**src/rtl/pipe_ctrl_regs.sv**
```systemverilog
// ID->EXE->MEM->WB control-field and valid-flag pipeline for the 5-stage MIPS core,
// with hazard feedback to the pipeline controller and saturating retire/stall counters.
module pipe_ctrl_regs #(
  parameter int          CNT_W    = 32,
  parameter logic [4:0]  LINK_REG = 5'd31
) (
  input  logic             clk,
  input  logic             rst,
  input  logic             if_rst,
  input  logic             if_en,
  input  logic             id_rst,
  input  logic             id_en,
  input  logic             exe_rst,
  input  logic             exe_en,
  input  logic             mem_rst,
  input  logic             mem_en,
  input  logic             wb_rst,
  input  logic             wb_en,
  input  logic [31:0]      inst_id,
  input  logic             mem_ren,
  input  logic             mem_wen,
  input  logic [1:0]       wb_addr_src,
  input  logic             wb_data_src,
  input  logic             wb_wen,
  output logic             if_valid,
  output logic             id_valid,
  output logic             exe_valid,
  output logic             mem_valid,
  output logic             wb_valid,
  output logic [4:0]       regw_addr_exe,
  output logic [4:0]       regw_addr_mem,
  output logic [4:0]       regw_addr_wb,
  output logic             wb_wen_exe,
  output logic             wb_wen_mem,
  output logic             wb_wen_wb,
  output logic             is_load_exe,
  output logic             mem_ren_mem,
  output logic             mem_wen_mem,
  output logic             wb_data_src_wb,
  output logic [CNT_W-1:0] retired_cnt,
  output logic [CNT_W-1:0] stall_cnt
);

  logic             if_valid_q, if_valid_d;
  logic             id_valid_q, id_valid_d;
  logic             exe_valid_q, exe_valid_d;
  logic [4:0]       exe_addr_q, exe_addr_d;
  logic             exe_mem_ren_q, exe_mem_ren_d;
  logic             exe_mem_wen_q, exe_mem_wen_d;
  logic             exe_wb_wen_q, exe_wb_wen_d;
  logic             exe_wb_src_q, exe_wb_src_d;
  logic             mem_valid_q, mem_valid_d;
  logic [4:0]       mem_addr_q, mem_addr_d;
  logic             mem_mem_ren_q, mem_mem_ren_d;
  logic             mem_mem_wen_q, mem_mem_wen_d;
  logic             mem_wb_wen_q, mem_wb_wen_d;
  logic             mem_wb_src_q, mem_wb_src_d;
  logic             wb_valid_q, wb_valid_d;
  logic [4:0]       wb_addr_q, wb_addr_d;
  logic             wb_wb_wen_q, wb_wb_wen_d;
  logic             wb_wb_src_q, wb_wb_src_d;
  logic [CNT_W-1:0] retired_q, retired_d;
  logic [CNT_W-1:0] stall_q, stall_d;
  logic [4:0]       id_addr;
  logic             unused_inst_bits;

  assign unused_inst_bits = ^{inst_id[31:21], inst_id[10:0]};

  always_comb begin
    case (wb_addr_src)
      2'd1:    id_addr = inst_id[20:16];
      2'd2:    id_addr = LINK_REG;
      default: id_addr = inst_id[15:11];
    endcase
  end

  always_comb begin
    if_valid_d    = if_valid_q;
    id_valid_d    = id_valid_q;
    exe_valid_d   = exe_valid_q;
    exe_addr_d    = exe_addr_q;
    exe_mem_ren_d = exe_mem_ren_q;
    exe_mem_wen_d = exe_mem_wen_q;
    exe_wb_wen_d  = exe_wb_wen_q;
    exe_wb_src_d  = exe_wb_src_q;
    mem_valid_d   = mem_valid_q;
    mem_addr_d    = mem_addr_q;
    mem_mem_ren_d = mem_mem_ren_q;
    mem_mem_wen_d = mem_mem_wen_q;
    mem_wb_wen_d  = mem_wb_wen_q;
    mem_wb_src_d  = mem_wb_src_q;
    wb_valid_d    = wb_valid_q;
    wb_addr_d     = wb_addr_q;
    wb_wb_wen_d   = wb_wb_wen_q;
    wb_wb_src_d   = wb_wb_src_q;
    retired_d     = retired_q;
    stall_d       = stall_q;

    if (if_rst)     if_valid_d = 1'b0;
    else if (if_en) if_valid_d = 1'b1;

    if (id_rst)     id_valid_d = 1'b0;
    else if (id_en) id_valid_d = if_valid_q;

    // Loading from an invalid upstream stage yields an all-zero bubble.
    if (exe_rst) begin
      exe_valid_d   = 1'b0;
      exe_addr_d    = '0;
      exe_mem_ren_d = 1'b0;
      exe_mem_wen_d = 1'b0;
      exe_wb_wen_d  = 1'b0;
      exe_wb_src_d  = 1'b0;
    end else if (exe_en) begin
      exe_valid_d   = id_valid_q;
      exe_addr_d    = id_valid_q ? id_addr : 5'd0;
      exe_mem_ren_d = id_valid_q & mem_ren;
      exe_mem_wen_d = id_valid_q & mem_wen;
      exe_wb_wen_d  = id_valid_q & wb_wen;
      exe_wb_src_d  = id_valid_q & wb_data_src;
    end

    if (mem_rst) begin
      mem_valid_d   = 1'b0;
      mem_addr_d    = '0;
      mem_mem_ren_d = 1'b0;
      mem_mem_wen_d = 1'b0;
      mem_wb_wen_d  = 1'b0;
      mem_wb_src_d  = 1'b0;
    end else if (mem_en) begin
      mem_valid_d   = exe_valid_q;
      mem_addr_d    = exe_valid_q ? exe_addr_q : 5'd0;
      mem_mem_ren_d = exe_valid_q & exe_mem_ren_q;
      mem_mem_wen_d = exe_valid_q & exe_mem_wen_q;
      mem_wb_wen_d  = exe_valid_q & exe_wb_wen_q;
      mem_wb_src_d  = exe_valid_q & exe_wb_src_q;
    end

    if (wb_rst) begin
      wb_valid_d  = 1'b0;
      wb_addr_d   = '0;
      wb_wb_wen_d = 1'b0;
      wb_wb_src_d = 1'b0;
    end else if (wb_en) begin
      wb_valid_d  = mem_valid_q;
      wb_addr_d   = mem_valid_q ? mem_addr_q : 5'd0;
      wb_wb_wen_d = mem_valid_q & mem_wb_wen_q;
      wb_wb_src_d = mem_valid_q & mem_wb_src_q;
    end

    // Counters stick at all-ones rather than wrapping.
    if (wb_valid_q && wb_en && !wb_rst && (retired_q != {CNT_W{1'b1}}))
      retired_d = retired_q + 1'b1;
    if (!id_en && exe_rst && id_valid_q && (stall_q != {CNT_W{1'b1}}))
      stall_d = stall_q + 1'b1;
  end

  always_ff @(posedge clk) begin
    if (rst) begin
      if_valid_q    <= 1'b0;
      id_valid_q    <= 1'b0;
      exe_valid_q   <= 1'b0;
      exe_addr_q    <= '0;
      exe_mem_ren_q <= 1'b0;
      exe_mem_wen_q <= 1'b0;
      exe_wb_wen_q  <= 1'b0;
      exe_wb_src_q  <= 1'b0;
      mem_valid_q   <= 1'b0;
      mem_addr_q    <= '0;
      mem_mem_ren_q <= 1'b0;
      mem_mem_wen_q <= 1'b0;
      mem_wb_wen_q  <= 1'b0;
      mem_wb_src_q  <= 1'b0;
      wb_valid_q    <= 1'b0;
      wb_addr_q     <= '0;
      wb_wb_wen_q   <= 1'b0;
      wb_wb_src_q   <= 1'b0;
      retired_q     <= '0;
      stall_q       <= '0;
    end else begin
      if_valid_q    <= if_valid_d;
      id_valid_q    <= id_valid_d;
      exe_valid_q   <= exe_valid_d;
      exe_addr_q    <= exe_addr_d;
      exe_mem_ren_q <= exe_mem_ren_d;
      exe_mem_wen_q <= exe_mem_wen_d;
      exe_wb_wen_q  <= exe_wb_wen_d;
      exe_wb_src_q  <= exe_wb_src_d;
      mem_valid_q   <= mem_valid_d;
      mem_addr_q    <= mem_addr_d;
      mem_mem_ren_q <= mem_mem_ren_d;
      mem_mem_wen_q <= mem_mem_wen_d;
      mem_wb_wen_q  <= mem_wb_wen_d;
      mem_wb_src_q  <= mem_wb_src_d;
      wb_valid_q    <= wb_valid_d;
      wb_addr_q     <= wb_addr_d;
      wb_wb_wen_q   <= wb_wb_wen_d;
      wb_wb_src_q   <= wb_wb_src_d;
      retired_q     <= retired_d;
      stall_q       <= stall_d;
    end
  end

  assign if_valid       = if_valid_q;
  assign id_valid       = id_valid_q;
  assign exe_valid      = exe_valid_q;
  assign mem_valid      = mem_valid_q;
  assign wb_valid       = wb_valid_q;
  assign regw_addr_exe  = exe_addr_q;
  assign regw_addr_mem  = mem_addr_q;
  assign regw_addr_wb   = wb_addr_q;
  assign wb_wen_exe     = exe_valid_q & exe_wb_wen_q;
  assign wb_wen_mem     = mem_valid_q & mem_wb_wen_q;
  assign wb_wen_wb      = wb_valid_q & wb_wb_wen_q;
  assign is_load_exe    = exe_valid_q & exe_mem_ren_q;
  assign mem_ren_mem    = mem_valid_q & mem_mem_ren_q;
  assign mem_wen_mem    = mem_valid_q & mem_mem_wen_q;
  assign wb_data_src_wb = wb_wb_src_q;
  assign retired_cnt    = retired_q;
  assign stall_cnt      = stall_q;

endmodule

```
**config.mk**
```make
export PLATFORM = sky130hd
export DESIGN_NAME = pipe_ctrl_regs
export DESIGN_NICKNAME = d
export VERILOG_FILES = /design/src/rtl/pipe_ctrl_regs.sv
export SDC_FILE = /design/constraint.sdc
export NUM_CORES = 1
export LEC_CHECK = 0
export ABC_CLOCK_PERIOD_IN_PS = 3100
export CAP_MARGIN = 20
export CORE_MARGIN = 5
export CORE_UTILIZATION = 47
export DETAILED_ROUTE_END_ITERATION = 10
export HOLD_SLACK_MARGIN = 0.15
export PLACE_DENSITY = 0.81
export SLEW_MARGIN = 25
export SYNTH_ARGS = -nofsm -noshare
export SYNTH_HDL_FRONTEND = slang
export SYNTH_SLANG_ARGS = --single-unit
export TNS_END_PERCENT = 100
```
**constraint.sdc**
```tcl
create_clock -name clk -period 3.1 [get_ports clk]
set_clock_uncertainty 0.15 [all_clocks]
set_input_delay 0.62 -clock clk [delete_from_list [all_inputs] [get_ports clk]]
set_output_delay 0.62 -clock clk [all_outputs]
set_load 0.05 [all_outputs]
```
* Word level (Yosys, flattened, before mapping)
Index checks and enable logic that the tools add are counted.
** Operators by class
- Add/sub/neg operators :: 2
- Equality and inequality tests :: 4
- Muxes and demuxes :: 4
- Bitwise operators :: 13
- Reduce and logical (&&, ||, !) cells :: 13
** Operators by type and width (count)
- $add 32x1->32 const B :: 2
- $ne 32x32->1 const B :: 2
- $mux 5 :: 3
- $and 1x1->1 :: 13
- $pmux 5 s2 :: 1
- $reduce_or 2->1 :: 5
- $logic_and 1x1->1 :: 6
- $eq 2x1->1 const B :: 1
- $eq 2x2->1 const B :: 1
- $logic_not 1->1 :: 2
** Storage, ports and cells
- Flip-flop bits (word level) :: 94
- Logic and storage cells :: 56

* Depth between registers and ports, before layout
Gate-level depths: netlist of the first run.
- Depth in word-level cells :: 4
- Gate-level depth with buffers :: 7

* Worst setup path after synthesis of the first run
No wires, ideal clock.
- Kind :: flip-flop to flip-flop
- From :: register stall_q[0] (netlist: stall_cnt[0])
- To :: register stall_q[25] (netlist: stall_cnt[25])
- Arrival :: 2486 ps
- Data required time :: 2829 ps
- Path slack :: 342 ps
- Cell stages (with the launch flop) :: 8
- Period minus slack after synthesis :: 2758 ps
- Cells stage by stage :: dfxtp_1 -> ha_1 -> nand3_4 -> or3_4 -> nor4_4 -> buf_6 -> nor3_2 -> mux2_4
** Between the ends
- Cells in the longest elaborated chain, start to end :: 2
** RTL lines
- from (decl) :: line 63 : logic [CNT_W-1:0] stall_q, stall_d;
- from (signal assigned) :: line 199 : stall_q <= stall_d;
- parallel branches: the longest is 2 deep, another holds $add 32x1->32
Parallel ways; which one is timed is not known.
A chain may end at the register's enable or synchronous reset.

* Final worst setup path of the first run
- From :: register id_valid_q (netlist: id_valid)
- To :: output id_valid
** RTL lines
- from (decl) :: line 45 : logic id_valid_q, id_valid_d;
- from (signal assigned) :: line 181 : id_valid_q <= id_valid_d;
- to (decl) :: line 26 : output logic id_valid,
No word-level cell between the ends.

==> results.toml, run 1 <==
[critical_path]
crit_type = "flip-flop to output port"
crit_family = "buffers and inverters"
worst_setup_path_start_kind = "flip-flop"
required_ps = 2330
crit_path_max_incr_delay_ps = 900
crit_buf_inv = 1
r2r_start = "stall_cnt[0]"
cp_max_fo = 14
arrival_ps = 1840
crit_path_end_kind = "output port"
path_cells = "clkdlybuf4s50_1"
cpMaxStageDelayCell = "clkdlybuf4s50_1"
startpoint = "id_valid"

[cts]
cts-buffers-inserted = 9
root_buffer = "clkbuf_8"
cts_tree = "yes"
ctsHoldBuffers = 0
clk_path_buf_depth = 2
postCtsSetupBuffers = 0
clk_pin_slew_worst_paths_ps = 80
htreeDepth = 3
cts_sinks = 94
cts_resized = 0
worstSkewPairLatency_ps = 350

[pwr]
power.share.sequential = 0.558
total_power_w = 0.00217
power_leakage_nw = 1.89
cellInternalPower_w = 0.00170
irDropWorstVdd_uv = 250
p_clk_frac = 0.399
pwr-share-comb = 0.043
switchingPower_w = 0.000465
powerDensity_mw_per_mm2 = 360
swShare = 0.215

[timing]
setup_violations = 0
finalHoldViolCount = 0
worst_slack_ps = 492
rsz0062_at_grt = "no"
slew_viol_final = 0
tightest_slew_ps = 825
fin_crit_ps = 2610
fmax_mhz = 384
min_period_over_period = 0.841
max_slew_margin = 0.450
fin_tns_setup_ps = 0

[place]
port-buffer-count = 118
gp_congestion = 0.865
dpl.cell_count = 767
dp_hpwl_um = 8590
dp_slack_ps = 294

[finish]
fill_cells = 786
fin_nets = 703
final_common_cell = "clkdlybuf4s50_1"
antennaDiodeCount = 0
finalNonFillerCells = 782
drive_above_1_share = 0.101
final_cell_mix = "117 x clkdlybuf4s50_1, 94 x dfxtp_1, 69 x a21oi_1, 44 x o21ai_0, 41 x nor2_1"
fin_util = 0.649
area_delta_synth_final_pct = 33.9

[yosys]
synth.distinct_cells = 50
synth.area.top_cells = "dfxtp_1 42%, a21oi_1 7.7%, o21ai_0 4.9%, or3_1 4.2%, nor2_1 3.4%"
yosysSeqAreaShare = 0.419
synth_edf_count = 0
synth_seq_cells = 94
ys_warn_count = 0
synth.largest_area_cell = "dfxtp_1"
async_reset_ff_frac = 0
synthesis.area_sq_mm = 0.00450
synth_top_area_frac = 0.419
synth_cells = 536
synth_nets = 590
synthFlopType = "dfxtp_1"
avgSynthCellArea_sq_um = 8.39

[floorplan]
core-area_sq_mm = 0.00928
die_h_um = 108
io_pins = 141
dieArea_sq_mm = 0.0116
rows = 35
die_w_um = 108
start_util = 0.484

[global_route]
grt_pass1_wl_um = 18800
grt_max_degree = 49
overflow = 0
grt_pass1_vias = 4096
grtUsageTotal = 0.195
grt_antenna_before_repair = 0

[route]
vias = 4390
final_antenna_net_count = 0
drtIter0Drc = 137
wl_per_cell_um = 14.5
first_pass_iters = 4
drc = 0
wl_um = 11300
via_per_inst = 5.61

[worst_hold_path]
hold_path.startpoint = "exe_wb_wen_q"
hp-class = "flip-flop to flip-flop"

[run_status]
status = "completed"

[job]
maxCapViolations = 0
-- metal layers --
metal  GRT usage  routed length, um  part of all wire  vias up
met5           0                  0                 0        -
met4      0.0757                198             0.018        0
met3      0.0432                689             0.061       14
met2       0.346               5630              0.50      132
met1       0.226               4800              0.42     2034
li1            -                  -                 -     2210
-- final timing paths --
check / end / slack (ps) / depth (start not counted)
worst max-delay path: id_valid / 490 / 1
worst min-delay path: exe_wb_wen_q / 320 / 2
worst max register to register: stall_cnt[9] / 630 / 7
worst min register to register: exe_wb_wen_q / 320 / 2
-- layout make-up --
type                       instances  area [sq um]  area share
timing repair buffer             129          1260       0.209
sequential                        94          1880       0.313
inverter                           9          33.8     0.00561
tap                              129           161      0.0268
clock inverter                     6          87.6      0.0145
multi-input combinational        406          2470       0.411
clock buffer                       9           124      0.0206
-- logic make-up (layout without fill, tap and decap cells) --
kind of cell    after synthesis  count (layout)  share of synthesized area
compound gates              144             144                      0.178
mux                          12              12                     0.0303
xor+xnor                      4               4                    0.00779
simple gates                242             242                      0.321
fa+ha+maj                     4               4                     0.0111
flops                        94              94                      0.419
buf+inv                      36             153                     0.0337
-- cells in the mapped netlist, types with 2 or more instances --
cell type	n
a21oi_1	69
a22oi_1	13
and2_1	10
and3_1	2
and4_1	3
and4_2	3
buf_2	2
clkbuf_1	20
clkbuf_2	2
dfxtp_1	94
ha_1	4
inv_1	9
mux2_2	5
mux2_4	2
mux2i_1	5
nand2_1	32
nand2b_1	10
nand3_1	29
nand3b_1	4
nand4_1	19
nor2_1	41
nor2b_1	7
nor3_1	3
nor4_1	6
nor4_2	2
nor4_4	2
nor4b_1	2
o21ai_0	44
o31ai_1	16
or2_2	5
or3_1	30
or3_2	9
or4_1	12
or4_2	2
xnor2_1	2
xor2_1	2
-- power by group through the flow --
stage | Combinational [W] | Sequential (W) | Clock, W
floorplan | 0.0000442 | 0.00124 | 0
global placement | 0.0000912 | 0.00124 | 0
detailed placement | 0.0000933 | 0.00124 | 0
CTS | 0.0000936 | 0.00121 | 0.000885
global route | 0.000102 | 0.00121 | 0.000942
finish | 0.0000925 | 0.00121 | 0.000865
-- state kept, by name, summed over array words and instances (netlist names), 5 cells and up --
signal         flops
retired_cnt       32
stall_cnt         32
regw_addr_exe      5
regw_addr_mem      5
regw_addr_wb       5
-- through the flow --
step | instance area, sq um | hold slack, ps
floorplan | 4500 | 291
global placement | 5800 | 301
detailed placement | 5800 | 313
CTS | 6020 | 327
global route | 6020 | 353
finish | 6020 | 324
(Power assumes the default switching activity.)
==> inputs of run 2 (changes only) <==
- ABC_CLOCK_PERIOD_IN_PS: 3100 -> 2180
- CORE_UTILIZATION: 47 -> 42
- PLACE_DENSITY: 0.81 -> 0.76
- clock period: 3.1 -> 2.18 ns (I/O delays scaled with it)
==> run 2 against run 1 <==
The flow now finishes with violations (setup timing). Critical path depth grew 5. Core utilization rose by 0.62 points. Register-to-register slack got worse by 620 ps. Critical path type is now input port to flip-flop. Largest power group unchanged. Highest routed layer unchanged.
==> results.toml, run 2 (synthesis results as in run 1) <==
[cts]
clk_pin_slew_worst_paths_ps = 100
root_buffer = "clkbuf_8"
worstSkewPairLatency_ps = 350
cts_tree = "yes"
cts_sinks = 94
cts-buffers-inserted = 9
htreeDepth = 3
clk_path_buf_depth = 2

[finish]
multi_input_area_sq_mm = 0.00257
finalNonFillerCells = 861
design_area_sq_mm = 0.00679
fill_cells = 867
fin_nets = 774
fin_util = 0.655
area_delta_synth_final_pct = 51.0
drive_above_1_share = 0.316
final_cell_mix = "100 x buf_4, 67 x a21oi_1, 45 x clkdlybuf4s50_1, 42 x dfxtp_1, 40 x nor2_1"
regArea_sq_mm = 0.00199
antennaDiodeCount = 0
final_common_cell = "buf_4"

[global_route]
grt_max_degree = 33
grt_pass1_wl_um = 20800
overflow = 0
grt_antenna_before_repair = 0
grt_pass1_vias = 4646
grtUsageTotal = 0.191

[floorplan]
rows = 37
start_util = 0.434
dieArea_sq_mm = 0.0129
die_h_um = 113
die_w_um = 113
core-area_sq_mm = 0.0104
io_pins = 141

[place]
dpl.cell_count = 831
dp_slack_ps = -411
port-buffer-count = 118
dp_hpwl_um = 9350
gp_congestion = 0.852
place_area_sq_mm = 0.00632

[timing]
slew_viol_final = 0
worst_slack_ps = -6.96
rsz0062_at_grt = "yes"
setup_violations = 1
fmax_mhz = 457
min_period_over_period = 1.00
finalHoldViolCount = 0
fin_crit_ps = 2190
holdWs_ps = 319
max_slew_margin = 0.641
tightest_slew_ps = 536

[route]
wl_per_cell_um = 14.9
wl_um = 12800
first_pass_iters = 4
via_per_inst = 5.44
vias = 4685
drtIter0Drc = 315
drc = 0
final_antenna_net_count = 0

[pwr]
irDropWorstVdd_uv = 296
powerDensity_mw_per_mm2 = 435
power_leakage_nw = 2.97

[critical_path]
r2r_slack_ps = 10
worst_setup_path_start_kind = "input port"
cp_max_fo = 4
required_ps = 2310
startpoint = "id_en"
crit_path_end_kind = "flip-flop"
r2r_start = "stall_cnt[0]"
crit_type = "input port to flip-flop"
arrival_ps = 2320

[worst_hold_path]
hp-class = "flip-flop to flip-flop"
hold_path.startpoint = "exe_wb_wen_q"

[job]
maxCapViolations = 0

[run_status]
violations = "setup timing"
status = "finished with violations"
run 2: cell count changes in the layout (fill, tap and decap cells not counted), sizes merged, moves of 3 or more:
cell / change
buf: +96
clkdlybuf4s50: -72
clkinv: +3
dlygate4sd2: +19
dlymetal6s2s: +27
run 2: final timing paths:
kind | to | cells after the start
worst max-delay path | stall_cnt[8] | 6
worst min-delay path | exe_wb_wen_q | 2
worst max register to register | stall_cnt[6] | 8
worst min register to register | exe_wb_wen_q | 2
run 2: critical path, cell delays in order:
cell and delay (ps):
clkdlybuf4s50_1 430, nand3b_1 240, buf_4 190, or3_2 480, or3_2 420, a21oi_1 140
run 2: final cells by class:
type	count	share of cell area
Timing Repair Buffer	200	0.270
Tap cell	136	0.0251
Multi-Input combinational cell	406	0.379
Clock inverter	6	0.00645
Sequential cell	94	0.293
Inverter	9	0.00498
Clock buffer	10	0.0219
run 2: what timing repair did:
| action | CTS | global route |
|---|---|---|
| setup buffers | 0 | 12 |
| endpoints found under the setup margin | 32 | 66 |
| hold buffers | 0 | 0 |
| pin swaps | 1 | 10 |
| resized for setup | 23 | 43 |
| gates cloned | 0 | 2 |
run 2: stage by stage:
step | setup TNS [ps] | power (W)
after floorplan | -505 | 0.00180
after global placement | -7970 | 0.00188
after detailed placement | -10800 | 0.00188
after CTS | 0 | 0.00298
after global routing | -266 | 0.00309
final | -6.96 | 0.00295
run 2: per-layer routing:
metal / track usage / share of wire / routed length, um / vias up
met2: 0.333 / 0.50 / 6450 / 120
met5: 0 / 0 / 0 / -
met1: 0.233 / 0.43 / 5480 / 2213
met3: 0.0456 / 0.060 / 773 / 6
li1: - / - / - / 2346
met4: 0.0521 / 0.0072 / 92 / 0
run 2: report_power, final:
| part | total (W) | internal, W | switching (W) |
|---|---|---|---|
| logic | 0.000145 | 0.0000723 | 0.0000729 |
| registers | 0.00170 | 0.00170 | 0.00000111 |
| clock network | 0.00111 | 0.000489 | 0.000621 |
